[src/rtl/dmem_arb_defs.sv]
// Shared definitions for the dual-port data-memory arbiter.
//   state_t     : sequencer states (idle, one-cycle memory access, response hold)
//   MEMRW_*     : Data_Memory MemRW encodings (0 = write, 1 = read)
//   P_CORE/P_DMA: requester port ids
//   other_port  : round-robin helper, returns the id that is not the given one
package dmem_arb_defs;

    typedef enum logic [1:0] {
        ST_IDLE   = 2'd0,
        ST_ACCESS = 2'd1,
        ST_RESP   = 2'd2
    } state_t;

    localparam logic MEMRW_WRITE = 1'b0;
    localparam logic MEMRW_READ  = 1'b1;

    localparam logic P_CORE = 1'b0;
    localparam logic P_DMA  = 1'b1;

    function automatic logic other_port(input logic id);
        return ~id;
    endfunction

endpackage

[src/rtl/rr_arb2.sv]
// Two-way round-robin arbiter.
//   clk, rst_n : clock, asynchronous active-low reset
//   req[1:0]   : request vector (bit i = port i has a valid request)
//   take       : the current grant was consumed; remember it as last grant
//   gnt_valid  : at least one request present
//   gnt_id     : winning port id (meaningful only when gnt_valid=1)
// The last-grant register resets to P_DMA so that port 0 wins the first tie.
module rr_arb2
    import dmem_arb_defs::*;
(
    input  logic       clk,
    input  logic       rst_n,
    input  logic [1:0] req,
    input  logic       take,
    output logic       gnt_valid,
    output logic       gnt_id
);

    logic last_grant_reg;

    always_comb begin
        gnt_valid = |req;
        gnt_id    = P_CORE;
        unique case (req)
            2'b01:   gnt_id = P_CORE;
            2'b10:   gnt_id = P_DMA;
            2'b11:   gnt_id = other_port(last_grant_reg);
            default: gnt_id = P_CORE;
        endcase
    end

    always_ff @(posedge clk or negedge rst_n) begin
        if (!rst_n) begin
            last_grant_reg <= P_DMA;
        end else if (take) begin
            last_grant_reg <= gnt_id;
        end
    end

endmodule

[src/rtl/dmem_arbiter.sv]
// Two-port arbiter and access sequencer in front of Data_Memory
// (word-indexed, combinational read, posedge write when MemRW=0).
//   clk, rst_n          : clock shared with the memory, async active-low reset
//   pN_req_valid/ready  : request handshake (N=0 core LSU, N=1 DMA/debug)
//   pN_req_we/addr/wdata: request fields (we=1 write), addr is a word index
//   pN_rsp_valid/ready  : response handshake
//   pN_rsp_rdata/err    : read data (0 for writes/errors), out-of-range flag
//   mem_addr/wdata/memrw: memory port, memrw 0=write 1=read
//   mem_rdata           : memory read data
// Sequence: IDLE (accept) -> ACCESS (one memory cycle) -> RESP (hold until
// consumed). mem_memrw is purely a decode of the state register, so it only
// drops to write during ACCESS of an in-range write, and it returns to read
// the instant rst_n falls.
module dmem_arbiter
    import dmem_arb_defs::*;
#(
    parameter int DATA_W   = 32,
    parameter int ADDR_W   = 32,
    parameter int IDX_BITS = 3
) (
    input  logic              clk,
    input  logic              rst_n,

    input  logic              p0_req_valid,
    output logic              p0_req_ready,
    input  logic              p0_req_we,
    input  logic [ADDR_W-1:0] p0_req_addr,
    input  logic [DATA_W-1:0] p0_req_wdata,
    output logic              p0_rsp_valid,
    input  logic              p0_rsp_ready,
    output logic [DATA_W-1:0] p0_rsp_rdata,
    output logic              p0_rsp_err,

    input  logic              p1_req_valid,
    output logic              p1_req_ready,
    input  logic              p1_req_we,
    input  logic [ADDR_W-1:0] p1_req_addr,
    input  logic [DATA_W-1:0] p1_req_wdata,
    output logic              p1_rsp_valid,
    input  logic              p1_rsp_ready,
    output logic [DATA_W-1:0] p1_rsp_rdata,
    output logic              p1_rsp_err,

    output logic [ADDR_W-1:0] mem_addr,
    output logic [DATA_W-1:0] mem_wdata,
    output logic              mem_memrw,
    input  logic [DATA_W-1:0] mem_rdata
);

    state_t              state_reg, state_next;
    logic                we_reg;
    logic [ADDR_W-1:0]   addr_reg;
    logic [DATA_W-1:0]   wdata_reg;
    logic                id_reg;
    logic [DATA_W-1:0]   rdata_reg;
    logic                err_reg;

    logic                gnt_valid;
    logic                gnt_id;
    logic                handshake;
    logic                out_of_range;
    logic                rsp_taken;

    logic [1:0]          req_valid_vec;
    logic [1:0]          req_ready_vec;
    logic [1:0]          rsp_valid_vec;
    logic [1:0]          rsp_err_vec;
    logic [DATA_W-1:0]   rsp_rdata_arr [2];

    assign req_valid_vec = {p1_req_valid, p0_req_valid};

    rr_arb2 u_arb (
        .clk       (clk),
        .rst_n     (rst_n),
        .req       (req_valid_vec),
        .take      (handshake),
        .gnt_valid (gnt_valid),
        .gnt_id    (gnt_id)
    );

    // Any address bit above the decoded index range makes the access
    // illegal; the memory would otherwise silently alias it.
    assign out_of_range = |addr_reg[ADDR_W-1:IDX_BITS];

    assign handshake = (state_reg == ST_IDLE) && gnt_valid;
    assign rsp_taken = (id_reg == P_DMA) ? p1_rsp_ready : p0_rsp_ready;

    genvar gi;
    generate
        for (gi = 0; gi < 2; gi++) begin : g_port
            localparam logic PID = 1'(gi);
            assign req_ready_vec[gi] = handshake && (gnt_id == PID);
            assign rsp_valid_vec[gi] = (state_reg == ST_RESP) && (id_reg == PID);
            assign rsp_err_vec[gi]   = rsp_valid_vec[gi] && err_reg;
            assign rsp_rdata_arr[gi] = rsp_valid_vec[gi] ? rdata_reg : '0;
        end
    endgenerate

    assign p0_req_ready = req_ready_vec[0];
    assign p1_req_ready = req_ready_vec[1];
    assign p0_rsp_valid = rsp_valid_vec[0];
    assign p1_rsp_valid = rsp_valid_vec[1];
    assign p0_rsp_err   = rsp_err_vec[0];
    assign p1_rsp_err   = rsp_err_vec[1];
    assign p0_rsp_rdata = rsp_rdata_arr[0];
    assign p1_rsp_rdata = rsp_rdata_arr[1];

    // Next state and memory port decode.
    always_comb begin
        state_next = state_reg;
        mem_addr   = '0;
        mem_wdata  = '0;
        mem_memrw  = MEMRW_READ;
        unique case (state_reg)
            ST_IDLE: begin
                if (handshake) begin
                    state_next = ST_ACCESS;
                end
            end
            ST_ACCESS: begin
                mem_addr   = addr_reg;
                mem_wdata  = we_reg ? wdata_reg : '0;
                mem_memrw  = (we_reg && !out_of_range) ? MEMRW_WRITE : MEMRW_READ;
                state_next = ST_RESP;
            end
            ST_RESP: begin
                if (rsp_taken) begin
                    state_next = ST_IDLE;
                end
            end
            default: state_next = ST_IDLE;
        endcase
    end

    always_ff @(posedge clk or negedge rst_n) begin
        if (!rst_n) begin
            state_reg <= ST_IDLE;
        end else begin
            state_reg <= state_next;
        end
    end

    // Request latch: captured on the accepting edge, stable through
    // ACCESS and RESP.
    always_ff @(posedge clk or negedge rst_n) begin
        if (!rst_n) begin
            we_reg    <= 1'b0;
            addr_reg  <= '0;
            wdata_reg <= '0;
            id_reg    <= P_CORE;
        end else if (handshake) begin
            id_reg    <= gnt_id;
            we_reg    <= (gnt_id == P_DMA) ? p1_req_we    : p0_req_we;
            addr_reg  <= (gnt_id == P_DMA) ? p1_req_addr  : p0_req_addr;
            wdata_reg <= (gnt_id == P_DMA) ? p1_req_wdata : p0_req_wdata;
        end
    end

    // Response register: loaded at the end of the access cycle, the same
    // edge on which a write commits in the memory.
    always_ff @(posedge clk or negedge rst_n) begin
        if (!rst_n) begin
            rdata_reg <= '0;
            err_reg   <= 1'b0;
        end else if (state_reg == ST_ACCESS) begin
            rdata_reg <= (!we_reg && !out_of_range) ? mem_rdata : '0;
            err_reg   <= out_of_range;
        end
    end

endmodule

[config.mk]
export PLATFORM = sky130hd
export DESIGN_NAME = dmem_arbiter
export DESIGN_NICKNAME = d
export VERILOG_FILES = /design/src/rtl/dmem_arb_defs.sv /design/src/rtl/rr_arb2.sv /design/src/rtl/dmem_arbiter.sv
export SDC_FILE = /design/constraint.sdc
export NUM_CORES = 1
export LEC_CHECK = 0
export ABC_AREA = 1
export ABC_CLOCK_PERIOD_IN_PS = 4500
export CAP_MARGIN = 20
export CORE_MARGIN = 3
export CORE_UTILIZATION = 35
export CTS_BUF_LIST = sky130_fd_sc_hd__clkbuf_4 sky130_fd_sc_hd__clkbuf_8
export DETAILED_ROUTE_END_ITERATION = 7
export PLACE_DENSITY = 0.73
export SYNTH_ARGS = -nofsm -noshare
export SYNTH_HDL_FRONTEND = slang
export SYNTH_SLANG_ARGS = --single-unit
[constraint.sdc]
create_clock -name clk -period 4.5 [get_ports clk]
set_clock_uncertainty 0.2 [all_clocks]
set_input_delay 1.35 -clock clk [delete_from_list [all_inputs] [get_ports clk]]
set_output_delay 1.35 -clock clk [all_outputs]
set_load 0.1 [all_outputs]
## Word level (Yosys, flattened, before mapping)

Cells that the tools add are included.

| cells by class | value |
|---|---|
| bitwise gates (word level) | 3 |
| multiplexer cells | 16 |
| eq/ne operators | 6 |
| reduce and logical (&&, ||, !) cells | 15 |

Operators with widths:

| kind | number |
|---|---|
| $mux 32 | 8 |
| $reduce_or 29->1 | 1 |
| $logic_and 1x1->1 | 9 |
| $eq 2x2->1 const B | 3 |
| $pmux 2 s3 | 1 |
| $mux 1 | 4 |
| $mux 2 | 2 |
| $ne 2x2->1 const B | 2 |
| $not 1->1 | 3 |
| $eq 2x1->1 const B | 1 |
| $logic_not 1->1 | 2 |
| $logic_not 2->1 | 1 |
| $pmux 1 s2 | 1 |
| $reduce_and 2->1 | 1 |
| $reduce_or 2->1 | 1 |

| storage, ports and cells | value |
|---|---|
| register bits | 102 |
| output and inout port bits | 135 |
| logic and storage cells | 48 |

## Depth between registers and ports, before layout

| logic depth | value |
|---|---|
| depth in word-level cells | 5 |
| depth in mapped cells | 9 |
| gate-level depth less buffers | 8 |

## Modules after synthesis

From an unflattened synthesis, not the netlist that was laid out.

| unflattened totals | value |
|---|---|
| cell total of the unflattened synthesis | 820 |
| area total of the unflattened synthesis | 5534.1 µm² |

Modules (own cells, without submodules):

| module | area each (µm²) | cells an instance | seq. area each (µm²) | times used |
|---|---|---|---|---|
| dmem_arbiter | 5474.0 | 812 | 2527.4 | 1 |
| rr_arb2 | 60.1 | 8 | 26.3 | 1 |

## Least setup slack after synthesis

No wires, ideal clock.

| timing | value |
|---|---|
| path type | reg-to-output |
| start | reg state_reg[0] |
| end | out p0_rsp_rdata[10] |
| path buffers | 1 |
| data arrival time | 3.659 ns |
| cell stages (with the launch flop) | 7 |
| setup slack | -0.709 ns |
| cell sequence | dfrtp_1 inv_2 nand2_1 nor2_1 inv_1 buf_1 nor2_1 |

| on the way | value |
|---|---|
| longest elaborated chain between the ends | 3 |

RTL lines:

| what | RTL line | RTL |
|---|---|---|
| start, declared | dmem_arbiter.sv:50 | `state_t state_reg, state_next;` |
| start signal, assigned | dmem_arbiter.sv:139 | `state_reg <= state_next;` |
| $eq 2x2->1 | dmem_arbiter.sv:93 | `assign rsp_valid_vec[gi] = (state_reg == ST_RESP) && (id_reg == PID);` |
| $logic_and 1x1->1 | dmem_arbiter.sv:93 |  |
| net p0_rsp_valid | dmem_arbiter.sv:29 | `output logic p0_rsp_valid,` |
| $mux 32 | dmem_arbiter.sv:95 | `assign rsp_rdata_arr[gi] = rsp_valid_vec[gi] ? rdata_reg : '0;` |
| end, declared | dmem_arbiter.sv:31 | `output logic [DATA_W-1:0] p0_rsp_rdata,` |

The timed path passes the listed nets, and every way through them passes these cells.

## Final worst setup path

| timing | value |
|---|---|
| start | in p0_req_valid |
| end | out p1_req_ready |

| on the way | value |
|---|---|
| longest elaborated chain between the ends | 3 |

RTL lines:

| what | RTL line | RTL |
|---|---|---|
| start, declared | dmem_arbiter.sv:24 | `input logic p0_req_valid,` |
| $eq 2x2->1 or $reduce_or 2->1 (tied branches) | rr_arb2.sv:24, rr_arb2.sv:22 |  |
| $pmux 1 s2 or $logic_and 1x1->1 (tied branches) | rr_arb2.sv:24, dmem_arbiter.sv:85 |  |
| $logic_and 1x1->1 * | dmem_arbiter.sv:92 | `assign req_ready_vec[gi] = handshake && (gnt_id == PID);` |
| end, declared | dmem_arbiter.sv:35 | `output logic p1_req_ready,` |

Mark *: on every way between the ends. The rest lies on a longest branch, timed or not.

==> metrics.txt <==
outcome completed; Seq cells post-synth 102; Seq/Total Area, Yosys 0.459; Final HPWL DP 13700 um; Critical Path Fanout Max 2; final hold violations 0; Placed Cells incl. Taps 1328; Layout area overhead 54.2%; PwrDens 554 nW/um^2; Port-buffer cells 302; # nets final 1296; ANT nets after route 0; Setup Buffers After CTS 0; Core ar. 15400 um^2; cell area after synthesis 5560 um^2; Post-CTS Hold Fix Bufs 0; switching part of the total power 0.541; initial drt markers 376; vias in the first global route 5645; Comb power frac 0.572; sequential power share 0.310; CP endpoint kind primary output; setup TNS 0 ns; mean post-synth cell area 6.53 um^2; initial antenna violation count 0; Slew HR 0.359; clock slew at reported path FFs 0.09 ns; clock tree buffer depth 2; Wirelength per Cell 14.1 um; fmax 251 MHz; fin crit share 0.886; Die Wd 132 um; fill cell count 1522; RSZ-0062 raised after global routing false; first-pass iteration count of the detailed router 5; final instance area 8580 um^2; cts bufs inserted 9; clock network fraction of design power 0.117; Pleak 4.33 nW; row count 45; n_diodes 0; Yosys warnings 0; Vias/cell 4.45; non-filler cells, final 1344; Placer Congestion 0.807; CTS root buffer clkbuf_8; critical path data arrival time 2.44 ns; drt total wl 19000 um; global-route wire length before repair 29500 um; worst vdd ir 0.000712 V; Ports 303; number of distinct library cells after synthesis 17; min-delay worst type register to register; TritonCTS clock tree yes; Total GRT Usage 0.210; final setup vio count 0; placed instance area 8400 um^2; Slew @ Worst Pin 0.961 ns; switching pwr 2.57 mW; Die Height 132 um; drt drc 0; Internal Pwr Total 2.18 mW; total number of vias 5986; Die Area 17400 um^2; Mapped Nets 1020; share of layout cells above drive strength 1 0.154; Initial Util 0.362; Core Util, Final 0.558; fin. max-slew vios 0; fin crit period 3.99 ns; CP Launch Type input pin; total of max-cap violations 0; Cells after Synth 852; Critical Path RT 2.95 ns; # H-tree levels 3; GR Overflow Total 0; post-CTS sizing 0; largest net degree at the start of global routing 68; Clock Sinks 102; clock latency on the worst-skew pair 0.38 ns; WS Path Type input pin to primary output
-- stage by stage --
stage | worst slack (ns) | hold slack (ns) | power, mW
after floorplan | -0.176 | 0.247 | 3.50
after global placement | 0.530 | 0.264 | 4.22
after detailed placement | 0.507 | 0.265 | 4.24
after CTS | 0.500 | 0.290 | 4.81
after global routing | 0.463 | 0.310 | 5.06
final | 0.512 | 0.286 | 4.75
-- routing by layer --
metal  vias up  wire [um]  part of all wire  global-route usage
met3        23       1740             0.092              0.0676
met4         0        393             0.021              0.0694
met5         -          0                 0                   0
met1      2702       7840              0.41               0.261
met2       219       9010              0.47               0.346
li1       3042          -                 -                   -
-- power by group through the flow --
stage / clock network, mW / logic (mW) / registers, mW
2_1_floorplan: 0 / 2.12 / 1.38
6_report: 0.557 / 2.72 / 1.48
4_1_cts: 0.577 / 2.76 / 1.48
3_5_place_dp: 0 / 2.75 / 1.49
3_3_place_gp: 0 / 2.73 / 1.49
5_1_grt: 0.606 / 2.94 / 1.52
-- cell type report --
type	instances	area (um^2)	area share
repair buffers	312	2810	0.327
flip-flops and latches	102	2550	0.298
multi-input cells	599	2390	0.278
inverters	104	390	0.0455
well taps	211	264	0.0308
clock buffers	14	168	0.0195
clock inverters	2	10.0	0.00117
-- cells by family (layout without fill, tap and decap cells) --
family	after synthesis	after routing	share of synthesized area
and+or+nand+nor	595	595	0.420
buffers and inverters	151	432	0.115
DFF	102	102	0.459
AOI/OAI and AO/OA	4	4	0.00630
-- critical path, stage by stage --
cell,delay [ns]
clkdlybuf4s50_1,0.48
nand2_1,0.16
nand2_1,0.11
nor2_4,0.15
buf_12,0.18
-- final timing paths --
check	startpoint	endpoint	slack, ns	cells past startpoint
worst max-delay path	p0_req_valid	p1_req_ready	0.51	5
worst min-delay path	rdata_reg[0]	rdata_reg[0]	0.29	2
worst max register to register	state_reg[1]	addr_reg[9]	2.39	6
worst min register to register	rdata_reg[0]	rdata_reg[0]	0.29	2
max in group asynchronous	rst_n	u_arb.last_grant_reg	2.49	2
min in group asynchronous	rst_n	rdata_reg[1]	0.82	1
-- cells in the final DEF, fill, tap and decap left out, drive strengths merged --
| cell | synthesis | layout |
|---|---|---|
| buf | 33 | 146 |
| dfrtp | 101 | 101 |
| clkinv | 0 | 2 |
| o21ai | 3 | 3 |
| nand2 | 342 | 342 |
| clkdlybuf4s50 | 0 | 166 |
| dfstp | 1 | 1 |
| inv | 104 | 104 |
| clkbuf | 14 | 14 |
| a21oi | 1 | 1 |
| nand3 | 65 | 65 |
| nor2 | 188 | 188 |
-- cells in the mapped netlist --
cell / instances / area (um^2)
nor2_1: 184 / 691
a21oi_2: 1 / 8.76
nand2_1: 342 / 1280
nor2_2: 2 / 12.5
buf_2: 14 / 70.1
inv_2: 2 / 7.51
nor2_4: 2 / 22.5
o21ai_0: 2 / 10.0
inv_1: 102 / 383
buf_4: 9 / 67.6
dfstp_2: 1 / 26.3
dfrtp_1: 101 / 2530
buf_1: 7 / 26.3
clkbuf_1: 14 / 52.6
buf_6: 3 / 33.8
o21ai_4: 1 / 16.3
nand3_1: 65 / 325
Power figures use the tool's default switching activity.
